$ cat src/rtl/control_sequencer.sv
// control_sequencer: hardwired Mini-RISC control unit.
// Steps each instruction through fetch (T0-T2) and execute (T3-T7), one step
// per clock, and decodes datapath strobes from the current step and IR[31:27].
// Optional build macro SINGLE_STEP_EN adds a 'step' input: the step register
// advances only when step=1, and strobes are gated by step.
module control_sequencer #(
   parameter logic [4:0] ADD_OP  = 5'd3,
   parameter logic [4:0] HALT_OP = 5'd27
) (
   input  logic        clk,
   input  logic        reset,
`ifdef SINGLE_STEP_EN
   input  logic        step,
`endif
   input  logic        stop,
   input  logic [31:0] IR,
   input  logic        CON,
   output logic        run,
   output logic        PCout,
   output logic        PCin,
   output logic        IncPC,
   output logic        MARin,
   output logic        MDRin,
   output logic        MDRout,
   output logic        Read,
   output logic        Write,
   output logic        IRin,
   output logic        Yin,
   output logic        Zin,
   output logic        Zlowout,
   output logic        Cout,
   output logic        CONin,
   output logic        Gra,
   output logic        Grb,
   output logic        Grc,
   output logic        Rin,
   output logic        Rout,
   output logic        BAout,
   output logic [4:0]  alu_op
);

   typedef enum logic [3:0] {
      ST_RST, ST_T0, ST_T1, ST_T2, ST_T3, ST_T4, ST_T5, ST_T6, ST_T7, ST_HALT
   } state_t;

   state_t     state;
   state_t     state_nxt;
   state_t     last_step;

   logic [4:0] opcode;
   logic       op_alu;
   logic       op_unary;
   logic       op_imm;
   logic       op_ldi;
   logic       op_ld;
   logic       op_st;
   logic       op_br;
   logic       op_jal;
   logic       op_jr;
   logic       op_halt;
   logic       unused_ir;

   assign opcode    = IR[31:27];
   assign unused_ir = ^IR[26:0];

   assign op_alu   = (opcode >= 5'd3) && (opcode <= 5'd11);
   assign op_unary = (opcode == 5'd17) || (opcode == 5'd18);
   assign op_imm   = (opcode >= 5'd12) && (opcode <= 5'd14);
   assign op_ldi   = (opcode == 5'd1);
   assign op_ld    = (opcode == 5'd0);
   assign op_st    = (opcode == 5'd2);
   assign op_br    = (opcode == 5'd19);
   assign op_jal   = (opcode == 5'd20);
   assign op_jr    = (opcode == 5'd21);
   assign op_halt  = (opcode == HALT_OP);

   // Final execute step of the current instruction class.
   always_comb begin
      last_step = ST_T3;
      if (op_alu || op_imm || op_ldi)
         last_step = ST_T5;
      else if (op_unary || op_jal)
         last_step = ST_T4;
      else if (op_ld || op_st)
         last_step = ST_T7;
      else if (op_br)
         last_step = ST_T6;
   end

   // Step register; asynchronous reset parks it in RST.
   always_ff @(posedge clk or posedge reset) begin
      if (reset)
         state <= ST_RST;
`ifdef SINGLE_STEP_EN
      else if (step)
         state <= state_nxt;
`else
      else
         state <= state_nxt;
`endif
   end

   // Next step: linear advance, with the instruction boundary going to T0 or HALT.
   always_comb begin
      state_nxt = state;
      case (state)
         ST_RST:  state_nxt = ST_T0;
         ST_T0:   state_nxt = ST_T1;
         ST_T1:   state_nxt = ST_T2;
         ST_T2:   state_nxt = ST_T3;
         ST_T3:   state_nxt = ST_T4;
         ST_T4:   state_nxt = ST_T5;
         ST_T5:   state_nxt = ST_T6;
         ST_T6:   state_nxt = ST_T7;
         ST_T7:   state_nxt = ST_T0;
         ST_HALT: state_nxt = ST_HALT;
         default: state_nxt = ST_RST;
      endcase
      // The halt opcode always ends at T3 and parks; otherwise stop is honoured only here.
      if ((state inside {ST_T3, ST_T4, ST_T5, ST_T6, ST_T7}) && (state == last_step))
         state_nxt = (op_halt || stop) ? ST_HALT : ST_T0;
   end

   // Strobe decode from the current step and opcode.
   always_comb begin
      run     = (state != ST_RST) && (state != ST_HALT);
      PCout   = 1'b0;
      PCin    = 1'b0;
      IncPC   = 1'b0;
      MARin   = 1'b0;
      MDRin   = 1'b0;
      MDRout  = 1'b0;
      Read    = 1'b0;
      Write   = 1'b0;
      IRin    = 1'b0;
      Yin     = 1'b0;
      Zin     = 1'b0;
      Zlowout = 1'b0;
      Cout    = 1'b0;
      CONin   = 1'b0;
      Gra     = 1'b0;
      Grb     = 1'b0;
      Grc     = 1'b0;
      Rin     = 1'b0;
      Rout    = 1'b0;
      BAout   = 1'b0;
      alu_op  = '0;
      case (state)
         ST_T0: begin
            PCout = 1'b1; MARin = 1'b1; IncPC = 1'b1; Zin = 1'b1;
         end
         ST_T1: begin
            Zlowout = 1'b1; PCin = 1'b1; Read = 1'b1; MDRin = 1'b1;
         end
         ST_T2: begin
            MDRout = 1'b1; IRin = 1'b1;
         end
         ST_T3: begin
            if (op_alu || op_imm) begin
               Grb = 1'b1; Rout = 1'b1; Yin = 1'b1;
            end else if (op_unary) begin
               Grb = 1'b1; Rout = 1'b1; Zin = 1'b1; alu_op = opcode;
            end else if (op_ldi || op_ld || op_st) begin
               Grb = 1'b1; BAout = 1'b1; Yin = 1'b1;
            end else if (op_br) begin
               Gra = 1'b1; Rout = 1'b1; CONin = 1'b1;
            end else if (op_jal) begin
               Grb = 1'b1; Rin = 1'b1; PCout = 1'b1;
            end else if (op_jr) begin
               Gra = 1'b1; Rout = 1'b1; PCin = 1'b1;
            end
         end
         ST_T4: begin
            if (op_alu) begin
               Grc = 1'b1; Rout = 1'b1; Zin = 1'b1; alu_op = opcode;
            end else if (op_imm) begin
               Cout = 1'b1; Zin = 1'b1; alu_op = opcode;
            end else if (op_ldi || op_ld || op_st) begin
               Cout = 1'b1; Zin = 1'b1; alu_op = ADD_OP;
            end else if (op_unary) begin
               Zlowout = 1'b1; Gra = 1'b1; Rin = 1'b1;
            end else if (op_br) begin
               PCout = 1'b1; Yin = 1'b1;
            end else if (op_jal) begin
               Gra = 1'b1; Rout = 1'b1; PCin = 1'b1;
            end
         end
         ST_T5: begin
            if (op_alu || op_imm || op_ldi) begin
               Zlowout = 1'b1; Gra = 1'b1; Rin = 1'b1;
            end else if (op_ld || op_st) begin
               Zlowout = 1'b1; MARin = 1'b1;
            end else if (op_br) begin
               Cout = 1'b1; Zin = 1'b1; alu_op = ADD_OP;
            end
         end
         ST_T6: begin
            if (op_ld) begin
               Read = 1'b1; MDRin = 1'b1;
            end else if (op_st) begin
               Gra = 1'b1; Rout = 1'b1; MDRin = 1'b1;
            end else if (op_br) begin
               Zlowout = 1'b1; PCin = CON;
            end
         end
         ST_T7: begin
            if (op_ld) begin
               MDRout = 1'b1; Gra = 1'b1; Rin = 1'b1;
            end else if (op_st) begin
               Write = 1'b1;
            end
         end
         default: ;
      endcase
`ifdef SINGLE_STEP_EN
      // A held step must not repeat side effects such as IncPC, Rin or Write.
      if (!step) begin
         PCout = 1'b0; PCin = 1'b0; IncPC = 1'b0; MARin = 1'b0; MDRin = 1'b0;
         MDRout = 1'b0; Read = 1'b0; Write = 1'b0; IRin = 1'b0; Yin = 1'b0;
         Zin = 1'b0; Zlowout = 1'b0; Cout = 1'b0; CONin = 1'b0; Gra = 1'b0;
         Grb = 1'b0; Grc = 1'b0; Rin = 1'b0; Rout = 1'b0; BAout = 1'b0;
      end
`endif
   end

endmodule
$ cat config.mk
export PLATFORM = sky130hd
export DESIGN_NAME = control_sequencer
export DESIGN_NICKNAME = d
export VERILOG_FILES = /design/src/rtl/control_sequencer.sv
export SDC_FILE = /design/constraint.sdc
export NUM_CORES = 1
export LEC_CHECK = 0
export ABC_AREA = 1
export BUFFER_PORTS_ARGS = -buffer_cell sky130_fd_sc_hd__buf_4
export CORE_ASPECT_RATIO = 0.8
export CORE_MARGIN = 4
export CORE_UTILIZATION = 28
export DETAILED_ROUTE_END_ITERATION = 8
export GPL_ROUTABILITY_DRIVEN = 0
export SYNTH_ARGS = -nofsm -noshare
export SYNTH_HDL_FRONTEND = slang
export SYNTH_SLANG_ARGS = --single-unit
$ cat constraint.sdc
create_clock -name clk -period 4.5 [get_ports clk]
set_clock_uncertainty 0.05 [all_clocks]
set_input_delay 0.45 -clock clk [delete_from_list [all_inputs] [get_ports clk]]
set_output_delay 0.45 -clock clk [all_outputs]
set_load 0.005 [all_outputs]
After elaboration in Yosys (flattened, before gate mapping)
Memories as Yosys holds them, arrays and structs flattened.
Index checks and enable logic that the tools add are counted.
W data, S select, Z words.
{"block": "classes", "n_lt_le_gt_ge": 4, "eq_ne": 18, "mux": 100, "reduce_logical": 15}
{"op": "$mux W1", "n": 72}
{"op": "$eq A5 B5 Y1 const B", "n": 6}
{"op": "$mux W4", "n": 5}
{"op": "$mux W5", "n": 4}
{"op": "$eq A4 B3 Y1 const B", "n": 4}
{"op": "$pmux W1 S4", "n": 4}
{"op": "$pmux W5 S3", "n": 1}
{"op": "$pmux W1 S2", "n": 6}
{"op": "$le A5 B4 Y1 const B", "n": 2}
{"op": "$mux W2", "n": 5}
{"op": "$eq A4 B2 Y1 const B", "n": 2}
{"op": "$logic_or A1 B1 Y1", "n": 8}
{"op": "$pmux W1 S3", "n": 2}
{"op": "$eq A5 B1 Y1 const B", "n": 1}
{"op": "$eq A5 B2 Y1 const B", "n": 1}
{"op": "$ge A5 B2 Y1 const B", "n": 1}
{"op": "$ge A5 B4 Y1 const B", "n": 1}
{"op": "$logic_not A5 Y1", "n": 1}
{"op": "$pmux W1 S5", "n": 1}
{"op": "$reduce_bool A5 Y1", "n": 1}
{"op": "$eq A4 B1 Y1 const B", "n": 1}
{"op": "$eq A4 B4 Y1", "n": 1}
{"op": "$eq A4 B4 Y1 const B", "n": 1}
{"op": "$logic_and A1 B1 Y1", "n": 4}
{"op": "2 further kinds", "n": 2}
{"block": "word_totals", "regBits": 4, "romBits": 64, "input_bits": 36, "out_inout_bits": 26, "word_cells": 139, "n_memories": 1}
{"memory": "(no name shown)", "depth": 16, "word_bits": 4, "read_ports": 1, "rd_ports_with_merged_regs": 0, "write_ports": 0, "line_no": "106", "rtl": "case (state)"}

Longest topological paths before layout
{"block": "depth", "word_depth": 8, "ltp_mapped": 11, "mapped_depth_nobuf": 11}

Worst setup path after synthesis
No wires, ideal clock.
{"block": "synth_timing", "kind": "register to output", "start": "register state[1]", "end": "output alu_op[0]", "t_arrival_ns": 1.465, "required_time_ns": 4.000, "slack_ns": 2.535, "path_stages_with_launch": 11, "n_path_buf": 0, "cell_sequence": "dfrtp_1 -> inv_1 -> ha_1 -> inv_1 -> nor2_2 -> inv_2 -> nor2_2 -> inv_2 -> nand2_1 -> inv_1 -> o21ai_1"}
{"block": "synth_via", "elab_chain_len": 2, "word_cells_on_any_way": 4, "classes_between": "eq/ne (3); mux (1)"}
{"element": "from (decl)", "line_no": "46", "rtl": "state_t state;"}
{"element": "from (signal assigned)", "line_no": "99", "rtl": "state <= state_nxt;"}
{"element": "$eq A4 B3 Y1", "line_no": "148", "rtl": "case (state)"}
{"element": "$pmux W5 S3 *", "line_no": "148"}
{"element": "to (decl)", "line_no": "39", "rtl": "output logic [4:0] alu_op"}
Every way passes the cells marked *; elsewhere a longest branch is shown, timed or not.

Worst setup path after layout
Same ends and word-level chain as after synthesis.

==> run summary <==
STATUS
-------------------------------------------------------------------------------------------------
Outcome                                                                              finished, final reports clean

CTS
-------------------------------------------------------------------------------------------------
Total setup buffers inserted after CTS                                                          0
CTS Hold Bufs                                                                                   0
Skew-Pair Late Insertion Delay                                                            0.21 ns
Largest buffer count on any clock path                                                          2
Clock transition at the registers of the reported paths                                   0.03 ns
Clock sink count                                                                                4
TritonCTS clock tree                                                                         done
CTS H-tree depth                                                                                1
Resized Gates After CTS                                                                         0
Number of buffers added by the clock tree synthesis step                                        3
Cell at the root of the clock tree                                                   sky130_fd_sc_hd__clkbuf_8

DIE
-------------------------------------------------------------------------------------------------
Number of core rows                                                                            18
DIE WIDTH                                                                                 72.2 um
Initial standard-cell utilization of the core                                               29.5%
Overall die area                                                                         4290 um2
Area inside the core boundary                                                            3130 um2
Die height                                                                                59.4 um
Number of I/O pins                                                                             62

STA
-------------------------------------------------------------------------------------------------
Least-Margin Pin Slew                                                                    0.306 ns
Minimum clock period after layout                                                         2.48 ns
Normalized max-slew margin                                                                  79.6%
Fmax                                                                                      404 MHz
Number of hold violations in the final report                                                   0
Post-route clock period utilization                                                         55.0%
Max-slew violation count                                                                        0
Setup violation total in the final timing report                                                0
Final TNS setup                                                                              0 ns
Setup repair after global routing missed its margin                                            no

WORST HOLD PATH
-------------------------------------------------------------------------------------------------
Worst min-delay path category                                                        input pin to asynchronous set/reset pin

GLOBAL ROUTE
-------------------------------------------------------------------------------------------------
Maximum number of pins on one net before global-route repair                                    9
Antenna violations before repair                                                                0
Vias in the first global route                                                               1070
Aggregate global routing overflow                                                               0
Total Routing Usage GR                                                                      13.3%
Global-route wire length before repair                                                    4.69 mm

LOGIC SYNTHESIS
-------------------------------------------------------------------------------------------------
Number of distinct library cell variants in the gate-level netlist after synthesis             25
Synth Net Count                                                                               202
Mapped Cells                                                                                  161
Post-synthesis sequential element count                                                         4
Synth Cell Area                                                                           923 um2
Share of the yosys chip area belonging to registers                                         10.8%
Synthesized area per cell                                                                5.74 um2
Synthesis Warnings                                                                              0

POWER AND IR DROP
-------------------------------------------------------------------------------------------------
Share of power burned in combinational logic                                                74.2%
Leakage                                                                               0.000731 uW
Power Density                                                                          465 nW/um2
VDD IR max                                                                                 226 uV
Pint                                                                                       298 uW
Switching component of the power                                                           292 uW
Flop pwr share                                                                              13.6%
Switching part of the total power                                                           49.5%
Clk network pwr share                                                                       12.2%

WORST SETUP PATH
-------------------------------------------------------------------------------------------------
Critical R2R Launch                                                                  state[1]$_DFF_PP0_
Critical path class                                                                  register to output pin
Element type at the critical path start                                                  register
Endpoint of the most critical register-to-register path                              state[3]$_DFF_PP0_
Depth of the worst register-to-register path                                                   11
WP data required                                                                          4.00 ns
Reg2reg setup slack                                                                       2.63 ns
Critical path capture point type                                                       output pin
Signal arrival time at the worst endpoint                                                 1.98 ns
Worst-path fanout max                                                                           7

FINAL LAYOUT
-------------------------------------------------------------------------------------------------
Most common library cell in the layout ignoring fill and taps                        sky130_fd_sc_hd__buf_4
NumNets Final                                                                                 241
Top register by number of flip-flops                                                        state
Area added between synthesis and finish                                                     37.5%
Fraction of final layout cells sized beyond drive strength 1                                35.4%
Final antenna diode count                                                                       0
Fraction of the core area covered by cells at the end of the flow                           40.6%
Most frequent cells in the layout                                                    34 x sky130_fd_sc_hd__buf_4, 31 x sky130_fd_sc_hd__nand2_1, 29 x sky130_fd_sc_hd__inv_1
Max FFs per register                                                                            4
Top flop regs                                                                        state: 4 flops
Non-filler instance count after layout                                                        238

DRT
-------------------------------------------------------------------------------------------------
Remaining design rule violation count                                                           0
Via density                                                                                  4.72
Final wirelength                                                                          2.68 mm
Initial drt markers                                                                            79
First-pass detailed-route iteration total                                                       4
Drt wl/cell                                                                               11.3 um
Antenna Violating Nets Remaining                                                                0
Overall via count from detail_route                                                          1123

PLACE
-------------------------------------------------------------------------------------------------
Placed Instances                                                                              235
Number of port buffers                                                                         34
Total half-perimeter wirelength after legalization and detailed placement                 2.32 mm

JOB
-------------------------------------------------------------------------------------------------
Max capacitance violation total                                                                 0

[cell type report]
class | instances | area [um2]
Sequential cell | 4 | 100
Fill cell | 353 | 1860
Timing Repair Buffer | 34 | 255
Tap cell | 40 | 50.0
Clock buffer | 3 | 41.3
Inverter | 37 | 139
Multi-Input combinational cell | 120 | 684
[cell usage after synthesis, drive strengths merged]
cell type,number,share of area (%)
dfrtp,4,11
o211ai,1,0.81
o21ai,8,4.3
o22ai,1,0.68
nand3,17,11
o21a,1,0.81
a31o,1,0.95
nand4,4,3.4
a21oi,8,4.7
nor3,3,1.6
nand2,40,20
o2111ai,3,2.8
nor2,27,16
ha,5,6.8
a31oi,1,0.68
inv,37,15
[stage by stage]
stage | worst slack [ns] | instance area, um2 | power [uW] | hold slack, ns
detailed placement | 2.25 | 1230 | 522 | 0.296
finish | 2.02 | 1270 | 590 | 0.0688
global placement | 2.21 | 1230 | 521 | 0.295
CTS | 2.02 | 1270 | 599 | 0.0700
floorplan | 2.54 | 923 | 348 | 0.166
global route | 1.79 | 1270 | 664 | 0.0745
[power by group through the flow]
| stage | clock network, uW | registers [uW] | logic [uW] |
|---|---|---|---|
| after floorplan | 0 | 73.9 | 274 |
| after global placement | 0 | 81.3 | 440 |
| after detailed placement | 0 | 80.0 | 442 |
| after CTS | 75.0 | 79.6 | 444 |
| after global routing | 79.9 | 83.0 | 501 |
| final | 72.3 | 80.1 | 438 |
[critical path, cell delays in order (launching register included)]
cell and delay, ns:
sky130_fd_sc_hd__dfrtp_1 0.43, sky130_fd_sc_hd__inv_1 0.20, sky130_fd_sc_hd__ha_1 0.20, sky130_fd_sc_hd__inv_1 0.07
sky130_fd_sc_hd__nor2_2 0.19, sky130_fd_sc_hd__inv_2 0.10, sky130_fd_sc_hd__nor2_2 0.15, sky130_fd_sc_hd__inv_2 0.06
sky130_fd_sc_hd__nand2_1 0.06, sky130_fd_sc_hd__inv_1 0.06, sky130_fd_sc_hd__o21ai_1 0.12, sky130_fd_sc_hd__buf_4 0.12
[worst max-delay path by stage]
stage / startpoint / endpoint / cells past startpoint
finish: state[1]$_DFF_PP0_ / alu_op[0] / 11
global route: state[1]$_DFF_PP0_ / Rout / 9
CTS: state[1]$_DFF_PP0_ / alu_op[0] / 11
detailed placement: state[1]$_DFF_PP0_ / alu_op[0] / 11
global placement: state[1]$_DFF_PP0_ / alu_op[0] / 11
floorplan: state[1]$_DFF_PP0_ / alu_op[0] / 10
[logic make-up after synthesis]
logic type / share of synthesized area (%)
buffers and inverters: 15.0
flip-flops: 10.8
AND/OR/NAND/NOR: 51.5
adder cells (fa/ha/maj): 6.78
AO/OA/AOI/OAI: 15.9
[routing by layer]
layer / GRT usage [%] / vias to the layer above / part of all wire, %
li1: - / 591 / -
met1: 18.6 / 494 / 48
met2: 21.0 / 38 / 44
met3: 2.54 / 0 / 7.6
met4: 3.49 / 0 / 0
met5: 0 / - / 0
Power figures use the tool's default switching activity.
